--- src/rtl/mouse_cursor_painter_pkg.sv ---
// mouse_paint_pkg: shared types and helpers for the mouse cursor painter.
//   state_t    - sequencer states (IDLE, COMMIT, RESTORE, SAVE, DRAW)
//   mode_t     - pointer mode sampled at trigger (NONE, PAINT, ERASE)
//   pix_loc_t  - result of mapping a panel pixel onto a frame-buffer bank
//   clamp_coord() - clamp a signed PS/2 coordinate into 0..max
//   pixel_map()   - (px,py) -> {bank, addr, in_range}
package mouse_paint_pkg;

  // Internal coordinate width; wide enough for origin + cursor offset.
  localparam int COORD_W = 10;

  typedef enum logic [2:0] {
    IDLE    = 3'd0,
    COMMIT  = 3'd1,
    RESTORE = 3'd2,
    SAVE    = 3'd3,
    DRAW    = 3'd4
  } state_t;

  typedef enum logic [1:0] {
    NONE  = 2'd0,
    PAINT = 2'd1,
    ERASE = 2'd2
  } mode_t;

  // Deliberately wide; the address generator narrows it and treats any
  // nonzero overflow bits as out of range.
  typedef struct packed {
    logic [15:0] bank;
    logic [31:0] addr;
    logic        in_range;
  } pix_loc_t;

  function automatic logic [COORD_W-1:0] clamp_coord(
    input logic signed [8:0] v,
    input int                max_v
  );
    if (v < 9'sd0) return '0;
    if (int'(v) > max_v) return COORD_W'(max_v);
    return COORD_W'(v);
  endfunction

  // Banks hold consecutive row groups. img_width is a power of two, so the
  // row multiply reduces to a shift once the arguments are constants.
  function automatic pix_loc_t pixel_map(
    input logic [COORD_W-1:0] px,
    input logic [COORD_W-1:0] py,
    input int unsigned        x_max,
    input int unsigned        y_max,
    input int unsigned        bank_rows,
    input int unsigned        img_width
  );
    pix_loc_t    loc;
    int unsigned bank_i;
    int unsigned row_i;
    bank_i       = 32'(py) / bank_rows;
    row_i        = 32'(py) - bank_i * bank_rows;
    loc.bank     = 16'(bank_i);
    loc.addr     = row_i * img_width + 32'(px);
    loc.in_range = (32'(px) <= x_max) && (32'(py) <= y_max);
    return loc;
  endfunction

endpackage

--- src/rtl/mouse_cursor_painter_addr_gen.sv ---
// cursor_addr_gen: combinational address generator for cursor pixel k.
//   origin_x/origin_y - clamped cursor origin
//   k                 - raster pixel index inside the S x S cursor
//   bank              - frame-buffer bank holding the pixel
//   addr              - address inside that bank
//   in_range          - pixel lies on the panel (otherwise no access)
module cursor_addr_gen
  import mouse_paint_pkg::*;
#(
  parameter int X_MAX       = 63,
  parameter int Y_MAX       = 63,
  parameter int IMG_WIDTH   = 64,
  parameter int BANK_ROWS   = 32,
  parameter int NUM_BANKS   = 2,
  parameter int ADDR_W      = 12,
  parameter int BANK_W      = 1,
  parameter int CURSOR_SIZE = 2,
  parameter int K_W         = 3
) (
  input  logic [COORD_W-1:0] origin_x,
  input  logic [COORD_W-1:0] origin_y,
  input  logic [K_W-1:0]     k,
  output logic [BANK_W-1:0]  bank,
  output logic [ADDR_W-1:0]  addr,
  output logic               in_range
);

  logic [COORD_W-1:0] px;
  logic [COORD_W-1:0] py;
  pix_loc_t           loc;

  always_comb begin
    px       = origin_x + COORD_W'(32'(k) % CURSOR_SIZE);
    py       = origin_y + COORD_W'(32'(k) / CURSOR_SIZE);
    loc      = pixel_map(px, py, X_MAX, Y_MAX, BANK_ROWS, IMG_WIDTH);
    bank     = BANK_W'(loc.bank);
    addr     = ADDR_W'(loc.addr);
    in_range = loc.in_range
               && (32'(loc.bank) < NUM_BANKS)
               && (64'(loc.addr) < (64'd1 << ADDR_W));
  end

endmodule

--- src/rtl/mouse_cursor_painter.sv ---
// mouse_cursor_painter: draws an S x S cursor into a banked panel frame
// buffer, saving the pixels underneath and restoring them on the next move.
// Left/right buttons turn the cursor into a paint/erase brush.
//   clk, reset       - clock, asynchronous active-low reset
//   ps2_x/ps2_y      - signed cursor position, valid with pos_valid
//   btn_left/right   - paint / erase mode (left wins)
//   brush_color      - paint colour
//   rdata            - per-bank read data, 1-cycle latency, bank b = slice b
//   mem_addr         - shared bank address
//   wr_en            - one-hot bank write strobe
//   wdata            - write data
//   busy             - update sequence in progress
module mouse_cursor_painter
  import mouse_paint_pkg::*;
#(
  parameter int              X_MAX        = 63,
  parameter int              Y_MAX        = 63,
  parameter int              IMG_WIDTH    = 64,
  parameter int              BANK_ROWS    = 32,
  parameter int              NUM_BANKS    = 2,
  parameter int              ADDR_W       = 12,
  parameter int              COLOR_W      = 12,
  parameter int              CURSOR_SIZE  = 2,
  parameter logic [COLOR_W-1:0] CURSOR_COLOR = 12'h004,
  parameter logic [COLOR_W-1:0] BG_COLOR     = 12'h000
) (
  input  logic                         clk,
  input  logic                         reset,
  input  logic signed [8:0]            ps2_x,
  input  logic signed [8:0]            ps2_y,
  input  logic                         pos_valid,
  input  logic                         btn_left,
  input  logic                         btn_right,
  input  logic [COLOR_W-1:0]           brush_color,
  input  logic [NUM_BANKS*COLOR_W-1:0] rdata,
  output logic [ADDR_W-1:0]            mem_addr,
  output logic [NUM_BANKS-1:0]         wr_en,
  output logic [COLOR_W-1:0]           wdata,
  output logic                         busy
);

  localparam int NPIX       = CURSOR_SIZE * CURSOR_SIZE;
  // SAVE counts one extra slot (0..NPIX) to collect the last read.
  localparam int K_W        = $clog2(NPIX + 1);
  localparam int BANK_W     = (NUM_BANKS > 1) ? $clog2(NUM_BANKS) : 1;
  localparam int BANK_SLOTS = 1 << BANK_W;
  localparam logic [K_W-1:0] K_LAST = K_W'(NPIX - 1);
  localparam logic [K_W-1:0] K_NPIX = K_W'(NPIX);

  state_t              state_reg;
  logic [K_W-1:0]      cnt_reg;
  logic                have_saved_reg;
  mode_t               mode_reg;
  logic [COLOR_W-1:0]  fill_reg;
  logic [COORD_W-1:0]  new_x_reg, new_y_reg, old_x_reg, old_y_reg;
  logic                pend_valid_reg, pend_left_reg, pend_right_reg;
  logic signed [8:0]   pend_x_reg, pend_y_reg;
  logic [COLOR_W-1:0]  pend_color_reg;
  logic                cap_valid_reg;
  logic [BANK_W-1:0]   cap_bank_reg;
  logic [K_W-1:0]      cap_idx_reg;
  logic [COLOR_W-1:0]  saved_reg [0:(1<<K_W)-1];

  // Unpack the flat read bus; padding slots only exist for non-power-of-two
  // bank counts and are never selected.
  logic [COLOR_W-1:0] rdata_bank [0:BANK_SLOTS-1];
  genvar gi;
  for (gi = 0; gi < BANK_SLOTS; gi++) begin : g_rdata
    if (gi < NUM_BANKS) begin : g_real
      assign rdata_bank[gi] = rdata[gi*COLOR_W +: COLOR_W];
    end else begin : g_pad
      assign rdata_bank[gi] = '0;
    end
  end

  // Candidate request: a live strobe takes precedence over the pending one.
  logic signed [8:0]  src_x, src_y;
  logic               src_left, src_right;
  logic [COLOR_W-1:0] src_color;
  logic [COORD_W-1:0] cand_x, cand_y;
  mode_t              cand_mode;
  logic               trigger;

  always_comb begin
    src_x     = pos_valid ? ps2_x       : pend_x_reg;
    src_y     = pos_valid ? ps2_y       : pend_y_reg;
    src_left  = pos_valid ? btn_left    : pend_left_reg;
    src_right = pos_valid ? btn_right   : pend_right_reg;
    src_color = pos_valid ? brush_color : pend_color_reg;
    cand_x    = clamp_coord(src_x, X_MAX);
    cand_y    = clamp_coord(src_y, Y_MAX);
    cand_mode = src_left ? PAINT : (src_right ? ERASE : NONE);
    trigger   = (state_reg == IDLE) && (pos_valid || pend_valid_reg)
                && (!have_saved_reg || cand_x != old_x_reg
                    || cand_y != old_y_reg || cand_mode != NONE);
  end

  // One generator serves every phase; RESTORE walks the old origin.
  logic [BANK_W-1:0] ag_bank;
  logic [ADDR_W-1:0] ag_addr;
  logic              ag_in_range;

  cursor_addr_gen #(
    .X_MAX(X_MAX), .Y_MAX(Y_MAX), .IMG_WIDTH(IMG_WIDTH), .BANK_ROWS(BANK_ROWS),
    .NUM_BANKS(NUM_BANKS), .ADDR_W(ADDR_W), .BANK_W(BANK_W),
    .CURSOR_SIZE(CURSOR_SIZE), .K_W(K_W)
  ) u_addr_gen (
    .origin_x (state_reg == RESTORE ? old_x_reg : new_x_reg),
    .origin_y (state_reg == RESTORE ? old_y_reg : new_y_reg),
    .k        (cnt_reg),
    .bank     (ag_bank),
    .addr     (ag_addr),
    .in_range (ag_in_range)
  );

  always_ff @(posedge clk or negedge reset) begin
    if (!reset) begin
      state_reg      <= IDLE;
      cnt_reg        <= '0;
      have_saved_reg <= 1'b0;
      mode_reg       <= NONE;
      fill_reg       <= '0;
      new_x_reg      <= '0;
      new_y_reg      <= '0;
      old_x_reg      <= '0;
      old_y_reg      <= '0;
      pend_valid_reg <= 1'b0;
      pend_left_reg  <= 1'b0;
      pend_right_reg <= 1'b0;
      pend_x_reg     <= '0;
      pend_y_reg     <= '0;
      pend_color_reg <= '0;
      cap_valid_reg  <= 1'b0;
      cap_bank_reg   <= '0;
      cap_idx_reg    <= '0;
    end else begin
      // Read issued in SAVE slot k returns next cycle; remember where it goes.
      cap_valid_reg <= (state_reg == SAVE) && (cnt_reg != K_NPIX) && ag_in_range;
      cap_bank_reg  <= ag_bank;
      cap_idx_reg   <= cnt_reg;

      if (state_reg != IDLE && pos_valid) begin
        pend_valid_reg <= 1'b1;
        pend_x_reg     <= ps2_x;
        pend_y_reg     <= ps2_y;
        pend_left_reg  <= btn_left;
        pend_right_reg <= btn_right;
        pend_color_reg <= brush_color;
      end else if (state_reg == IDLE) begin
        pend_valid_reg <= 1'b0;
      end

      case (state_reg)
        IDLE: begin
          if (trigger) begin
            new_x_reg <= cand_x;
            new_y_reg <= cand_y;
            mode_reg  <= cand_mode;
            fill_reg  <= (cand_mode == PAINT) ? src_color : BG_COLOR;
            cnt_reg   <= '0;
            if (!have_saved_reg)        state_reg <= SAVE;
            else if (cand_mode != NONE) state_reg <= COMMIT;
            else                        state_reg <= RESTORE;
          end
        end
        COMMIT: state_reg <= RESTORE;
        RESTORE: begin
          if (cnt_reg == K_LAST) begin
            cnt_reg   <= '0;
            state_reg <= SAVE;
          end else begin
            cnt_reg <= cnt_reg + K_W'(1);
          end
        end
        SAVE: begin
          if (cnt_reg == K_NPIX) begin
            cnt_reg   <= '0;
            state_reg <= DRAW;
          end else begin
            cnt_reg <= cnt_reg + K_W'(1);
          end
        end
        DRAW: begin
          if (cnt_reg == K_LAST) begin
            cnt_reg        <= '0;
            old_x_reg      <= new_x_reg;
            old_y_reg      <= new_y_reg;
            have_saved_reg <= 1'b1;
            state_reg      <= IDLE;
          end else begin
            cnt_reg <= cnt_reg + K_W'(1);
          end
        end
        default: state_reg <= IDLE;
      endcase
    end
  end

  // Save buffer: COMMIT turns the old region into fill colour; in a brush
  // mode DRAW also records the fill so the next restore keeps the paint.
  always_ff @(posedge clk) begin
    for (int i = 0; i < NPIX; i++) begin
      if (state_reg == COMMIT)
        saved_reg[i] <= fill_reg;
      else if (cap_valid_reg && cap_idx_reg == K_W'(i))
        saved_reg[i] <= rdata_bank[cap_bank_reg];
      else if (state_reg == DRAW && mode_reg != NONE && cnt_reg == K_W'(i))
        saved_reg[i] <= fill_reg;
    end
  end

  always_comb begin
    mem_addr = '0;
    wr_en    = '0;
    wdata    = '0;
    case (state_reg)
      RESTORE: if (ag_in_range) begin
        mem_addr = ag_addr;
        wr_en    = NUM_BANKS'(1) << ag_bank;
        wdata    = saved_reg[cnt_reg];
      end
      SAVE: if (cnt_reg != K_NPIX && ag_in_range) begin
        mem_addr = ag_addr;
      end
      DRAW: if (ag_in_range) begin
        mem_addr = ag_addr;
        wr_en    = NUM_BANKS'(1) << ag_bank;
        wdata    = (mode_reg == NONE) ? CURSOR_COLOR : fill_reg;
      end
      default: ;
    endcase
  end

  assign busy = (state_reg != IDLE);

endmodule

--- config.mk ---
export PLATFORM = sky130hd
export DESIGN_NAME = mouse_cursor_painter
export DESIGN_NICKNAME = d
export VERILOG_FILES = /design/src/rtl/mouse_cursor_painter_pkg.sv /design/src/rtl/mouse_cursor_painter_addr_gen.sv /design/src/rtl/mouse_cursor_painter.sv
export SDC_FILE = /design/constraint.sdc
export NUM_CORES = 1
export LEC_CHECK = 0
export ABC_AREA = 0
export BUFFER_PORTS_ARGS = -buffer_cell sky130_fd_sc_hd__clkbuf_2
export CELL_PAD_IN_SITES_DETAIL_PLACEMENT = 2
export CELL_PAD_IN_SITES_GLOBAL_PLACEMENT = 2
export CORE_ASPECT_RATIO = 0.6
export CORE_UTILIZATION = 42
export DETAILED_ROUTE_END_ITERATION = 10
export GPL_TIMING_DRIVEN = 0
export PLACE_DENSITY = 0.9
export RECOVER_POWER = 50
export SLEW_MARGIN = 20
export SYNTH_ARGS = -nofsm -noshare
export SYNTH_HDL_FRONTEND = slang
export SYNTH_HIERARCHICAL = 1
export SYNTH_SLANG_ARGS = --single-unit
--- constraint.sdc ---
create_clock -name clk -period 7.2 [get_ports clk]
set_clock_uncertainty 0.15 [all_clocks]
set_input_delay 0.36 -clock clk [delete_from_list [all_inputs] [get_ports clk]]
set_output_delay 0.36 -clock clk [all_outputs]
set_load 0.05 [all_outputs]
# [Word level (Yosys, flattened, before mapping)]
# Memories as Yosys holds them, arrays and structs flattened.
# Cells that the tools add are included.
[word_totals] input_bits=59 reg_bits=99 n_memories=1 ram_bits=96
[memory_table] name="saved_reg" depth=8 word_bits=12 read_ports=1 rd_ports_with_merged_regs=0 wr=4 line="mouse_cursor_painter.sv:62" text="logic [COLOR_W-1:0] saved_reg [0:(1<<K_W)-1];"
[op_classes] addsub=5 mux=87 n_eq_ne=19 shifts=1 reduce_logical=37 bitwise_logic=9 order_cmp=9
[op_table] operator="12-bit 2-to-1 mux" n=18
[op_table] operator="10-bit 2-to-1 mux" n=10
[op_table] operator="12-bit one-hot mux with 2 select lines" n=2
[op_table] operator="1-bit 2-to-1 mux" n=40
[op_table] operator="32-bit by 10-bit adder with 32-bit output" n=1
[op_table] operator="32-bit by 13-bit < comparator with 1-bit output (second input constant)" n=1
[op_table] operator="3-bit 2-to-1 mux" n=7
[op_table] operator="10-bit by 6-bit <= comparator with 1-bit output (second input constant)" n=2
[op_table] operator="10-bit != test" n=2
[op_table] operator="3-bit by 2-bit equality test with 1-bit output (second input constant)" n=6
[op_table] operator="9-bit by 7-bit > comparator with 1-bit output (second input constant)" n=2
[op_table] operator="1-bit logical AND" n=18
[op_table] operator="9-bit by 1-bit < comparator with 1-bit output (second input constant)" n=2
[op_table] operator="9-bit 2-to-1 mux" n=2
[op_table] operator="3-bit one-hot mux with 5 select lines" n=1
[op_table] operator="2-bit 2-to-1 mux" n=6
[op_table] operator="10-bit by 10-bit subtractor with 11-bit output" n=1
[op_table] operator="10-bit by 1-bit adder with 10-bit output" n=1
[op_table] operator="10-bit by 2-bit adder with 10-bit output" n=1
[op_table] operator="3-bit by 1-bit equality test with 1-bit output (second input constant)" n=3
[op_table] operator="3-bit logical NOT" n=3
[op_table] operator="3-bit one-hot mux with 3 select lines" n=1
[op_table] operator="1-bit bitwise OR" n=8
[op_table] operator="3-bit equality test (second input constant)" n=2
[op_table] operator="other kinds (17)" n=27

# [Logic depth before layout (Yosys ltp)]
[logic_depth] ltp_word=13 depth_mapped=17

# [Cells and area by module]
# Netlist, hierarchy kept.
[modules_own_cells] module="mouse_cursor_painter" n_inst=1 cells_per_inst=621 area_each_um2=7236.9
[modules_own_cells] module="cursor_addr_gen" n_inst=1 cells_per_inst=71 area_each_um2=566.8

# [Worst setup path before layout]
# OpenSTA, ideal clock, no wires.
[synth_timing] kind="reg-to-output" start="reg state_reg[2]" end="out wdata[2]" path_stages_with_launch=12 required_time_ps=6690 arrival_time_ps=3944 n_path_buf=1 slack_ps=2746 cell_sequence="dfrtp_1 nand2b_1 nor2_1 clkbuf_1 nand2_1 o21ai_0 ha_1 a21o_1 nor2b_4 a211o_1 a222oi_1 nor3b_1"
[synth_between] elab_chain_len=9
[synth_rtl] item="start: declaration" line="mouse_cursor_painter.sv:50" text="state_t state_reg;"
[synth_rtl] item="start signal: assignment" line="mouse_cursor_painter.sv:118" text="state_reg <= IDLE;"
[synth_rtl] item="start signal: assignment" line="mouse_cursor_painter.sv:161" text="if (!have_saved_reg) state_reg <= SAVE;"
[synth_rtl] item="start signal: assignment" line="mouse_cursor_painter.sv:162" text="else if (cand_mode != NONE) state_reg <= COMMIT;"
[synth_rtl] item="3-bit by 2-bit equality test with 1-bit output *" line="mouse_cursor_painter.sv:108, mouse_cursor_painter.sv:109"
[synth_rtl] item="10-bit 2-to-1 mux (on tied branches)" line="mouse_cursor_painter.sv:109, mouse_cursor_painter.sv:108"
[synth_rtl] item="10-bit by 2-bit adder with 10-bit output / 10-bit by 1-bit adder with 10-bit output (equally long branches)" line="mouse_cursor_painter_addr_gen.sv:34, mouse_cursor_painter_addr_gen.sv:33"
[synth_rtl] item="10-bit by 10-bit subtractor with 11-bit output / 10-bit by 6-bit <= comparator with 1-bit output (equally long branches)" line="mouse_cursor_painter_pkg.sv:57, mouse_cursor_painter_pkg.sv:60"
[synth_rtl] item="32-bit by 10-bit adder with 32-bit output / 1-bit logical AND (equally long branches)" line="mouse_cursor_painter_pkg.sv:59, mouse_cursor_painter_pkg.sv:60"
[synth_rtl] item="32-bit by 13-bit < comparator with 1-bit output / 1-bit logical AND (equally long branches)" line="mouse_cursor_painter_addr_gen.sv:40, mouse_cursor_painter_addr_gen.sv:39"
[synth_rtl] item="1-bit logical AND *" line="mouse_cursor_painter_addr_gen.sv:40" text="&& (64'(loc.addr) < (64'd1 << ADDR_W));"
[synth_rtl] item="named net ag_in_range" line="mouse_cursor_painter.sv:101" text="logic ag_in_range;"
[synth_rtl] item="12-bit 2-to-1 mux (on tied branches)" line="mouse_cursor_painter.sv:225, mouse_cursor_painter.sv:217"
[synth_rtl] item="12-bit one-hot mux with 2 select lines *" line="mouse_cursor_painter.sv:216" text="case (state_reg)"
[synth_rtl] item="end: declaration" line="mouse_cursor_painter.sv:38" text="output logic [COLOR_W-1:0] wdata,"
# Mark *: on every way through the listed nets, which the timed path passes. The rest lies on a longest branch.

# [Final worst setup path]
[layout_timing] start="reg state_reg[2]" end="out wdata[5]"
# The elaborated chain is that of the path after synthesis.

==> reports/results.ini <==
[outcome]
status=complete, but fails checks
violations=DRC, capacitance limit, slew limit

[worst_setup_path]
cp-end-kind=primary output
critPathMaxStageDelay_ns=0.69
cp_num_buf_inv=3
start_kind=flop
crit_type=flop to primary output
worstPathMaxFanout=10
crit_arrival_ns=5.85
cp_slowest_cell=nor2_1
crit_chain=nand2b_1 -> nor2_1 -> clkbuf_1 -> nand2_1 -> o21ai_0 -> ha_1 -> a21o_1 -> nor2b_4 -> a211o_1 -> a222oi_1 -> nand3_1 -> clkbuf_1 -> nor2_1 -> clkbuf_2
cp_top_family=simple AND/OR/NAND/NOR gates
worstPathRequired_ns=6.69

[timing]
fmax_mhz=157
finalCritPeriodShare=0.883
setup_tns_ns=0
hold_ws_ns=0.0116
finalSetupViolCount=0
finalHoldViolations=0
drv_slew=92
rsz0062_at_grt=no
min_period_ns=6.36
slew_headroom=-2.40
worst_pin_slew_ns=5.10

[floorplan]
ios=86
core_region_area_sq_um=18100
die_area_sq_um=19100
die_h_um=108
dieWidth_um=178
initial_core_util=0.431
row_count=38

[clocking]
cts_buffer_depth=2
cts-htree-levels=4
cts_resized=0
cts-root-buf=clkbuf_16
postCtsHoldBufs=1
cts_sinks=139
clk_latency_ns=0.45
cts_tree=yes
postCtsSetupBuffers=0
clkTransAtPathRegs_ns=0.07
numCtsBuffers=17

[final_layout]
diodes=0
largest_reg_flops=48
finalNetCount=886
fin_area_sq_um=9160
drive_above_1_share=0.278
n_fill_cell=1818
utilization=0.506
area_growth_pct=17.3

[global_routing]
busiest_layer=met2
met1_usage=0.430
grt-ovfl-total=0
grt_util_all_layers=0.326
use_met3=0.0558
antenna_found_initial=0
grt_pass1_wl_um=45000
grt_pass1_vias=7113
grt_max_degree=92
grt_util_met2=0.543

[routing]
route.detailed.wl_per_inst_um=27.6
vias_per_cell=5.98
antenna_left=0
drt_pass1_iterations=8
drt_iter0_drc=599
wirelength_um=29400
drc_errors=2
vias=6359

[logic_synthesis]
yosysWarnings=6
ys.flop_type=dfrtp_1
synth_seq_cells=139
synth_edf_count=48
synth_cells=692
synthArstFlopShare=0.655
synth.avg_cell_area_sq_um=11.3
netlist_area_sq_um=7800
synth_cell_types=73
ys_seq_area_frac=0.477

[place]
dp_hpwl_um=19500
placed_cell_area_sq_um=8610
place_congestion=0.856
port_buffers=85

[power]
p_total_uw=3900
ir_drop_uv=179
p_leak_uw=0.00391
power.density_nw_per_um2=426

[worst_hold_path]
hold_path.class=input pin to flop

[flow_run]
max_cap_violations=1

-- power by group --
group | switching (uW) | internal [uW] | total, uW
Combinational | 990 | 642 | 1630
Clock | 388 | 485 | 873
Sequential | 253 | 1140 | 1400
-- cells by family after synthesis --
logic type / after synthesis / share of synthesized area
AO/OA/AOI/OAI: 120 / 0.0980
XOR/XNOR: 30 / 0.0337
adder cells (fa/ha/maj): 16 / 0.0276
buffers and inverters: 59 / 0.0327
flip-flops: 139 / 0.477
multiplexers: 122 / 0.195
other: 1 / 0.000481
AND/OR/NAND/NOR: 205 / 0.136
-- metal layers --
layer / vias up / part of all wire / wire length (um)
li1: 2728 / - / -
met1: 3319 / 0.43 / 12700
met2: 258 / 0.49 / 14300
met3: 54 / 0.060 / 1770
met4: 0 / 0.021 / 614
met5: - / 0 / 0
-- synth_stat cells (13+ instances only) --
master    count  share of area
nand2_1      38          0.018
mux2_4       13          0.025
inv_1        24          0.012
mux2_2       58          0.084
xor2_1       14          0.016
o21ai_0      28          0.018
mux2i_1      38          0.049
ha_1         14          0.022
clkbuf_1     25          0.012
dfrtp_1      91           0.29
edfxtp_1     48           0.18
xnor2_1      16          0.018
a21oi_1      44          0.028
nor2b_1      21          0.017
nor2_1       80          0.038
-- cell type report --
class | count | area, sq um | area share
Inverter | 24 | 90.1 | 0.00984
Buffer | 35 | 165 | 0.0180
Clock buffer | 18 | 439 | 0.0480
Sequential cell | 139 | 3720 | 0.406
Multi-Input combinational cell | 504 | 3870 | 0.422
Timing Repair Buffer | 90 | 463 | 0.0506
Clock inverter | 13 | 114 | 0.0124
Tap cell | 240 | 300 | 0.0328
-- worst paths after layout --
path	start	to	slack (ns)	depth (start not counted)
max reg2reg	state_reg[2]	cap_valid_reg	2.68	11
min	ps2_x[3]	pend_x_reg[3]	0.01	2
min in group asynchronous	reset	pend_x_reg[3]	2.16	2
max	state_reg[2]	wdata[5]	0.84	14
max in group asynchronous	reset	cap_valid_reg	1.83	2
min reg2reg	pend_color_reg[4]	pend_color_reg[4]	0.36	1
-- through the flow --
step                instances  setup WS (ns)
finish                   1063          0.843
global route             1063          0.643
CTS                      1063          0.926
detailed placement       1031           1.52
global placement         1027           1.84
floorplan                 702           2.75
-- cell usage in the layout, fill, tap and decap left out, types with 24 or more instances in the layout --
cell,synthesis,layout
inv_1,24,24
clkbuf_1,25,29
mux2_2,58,56
a21oi_1,44,44
mux2i_1,38,38
dfrtp_1,91,91
clkbuf_2,0,83
nor2_1,80,80
nand2_1,38,38
edfxtp_1,48,48
o21ai_0,28,27
(Power assumes the default switching activity.)
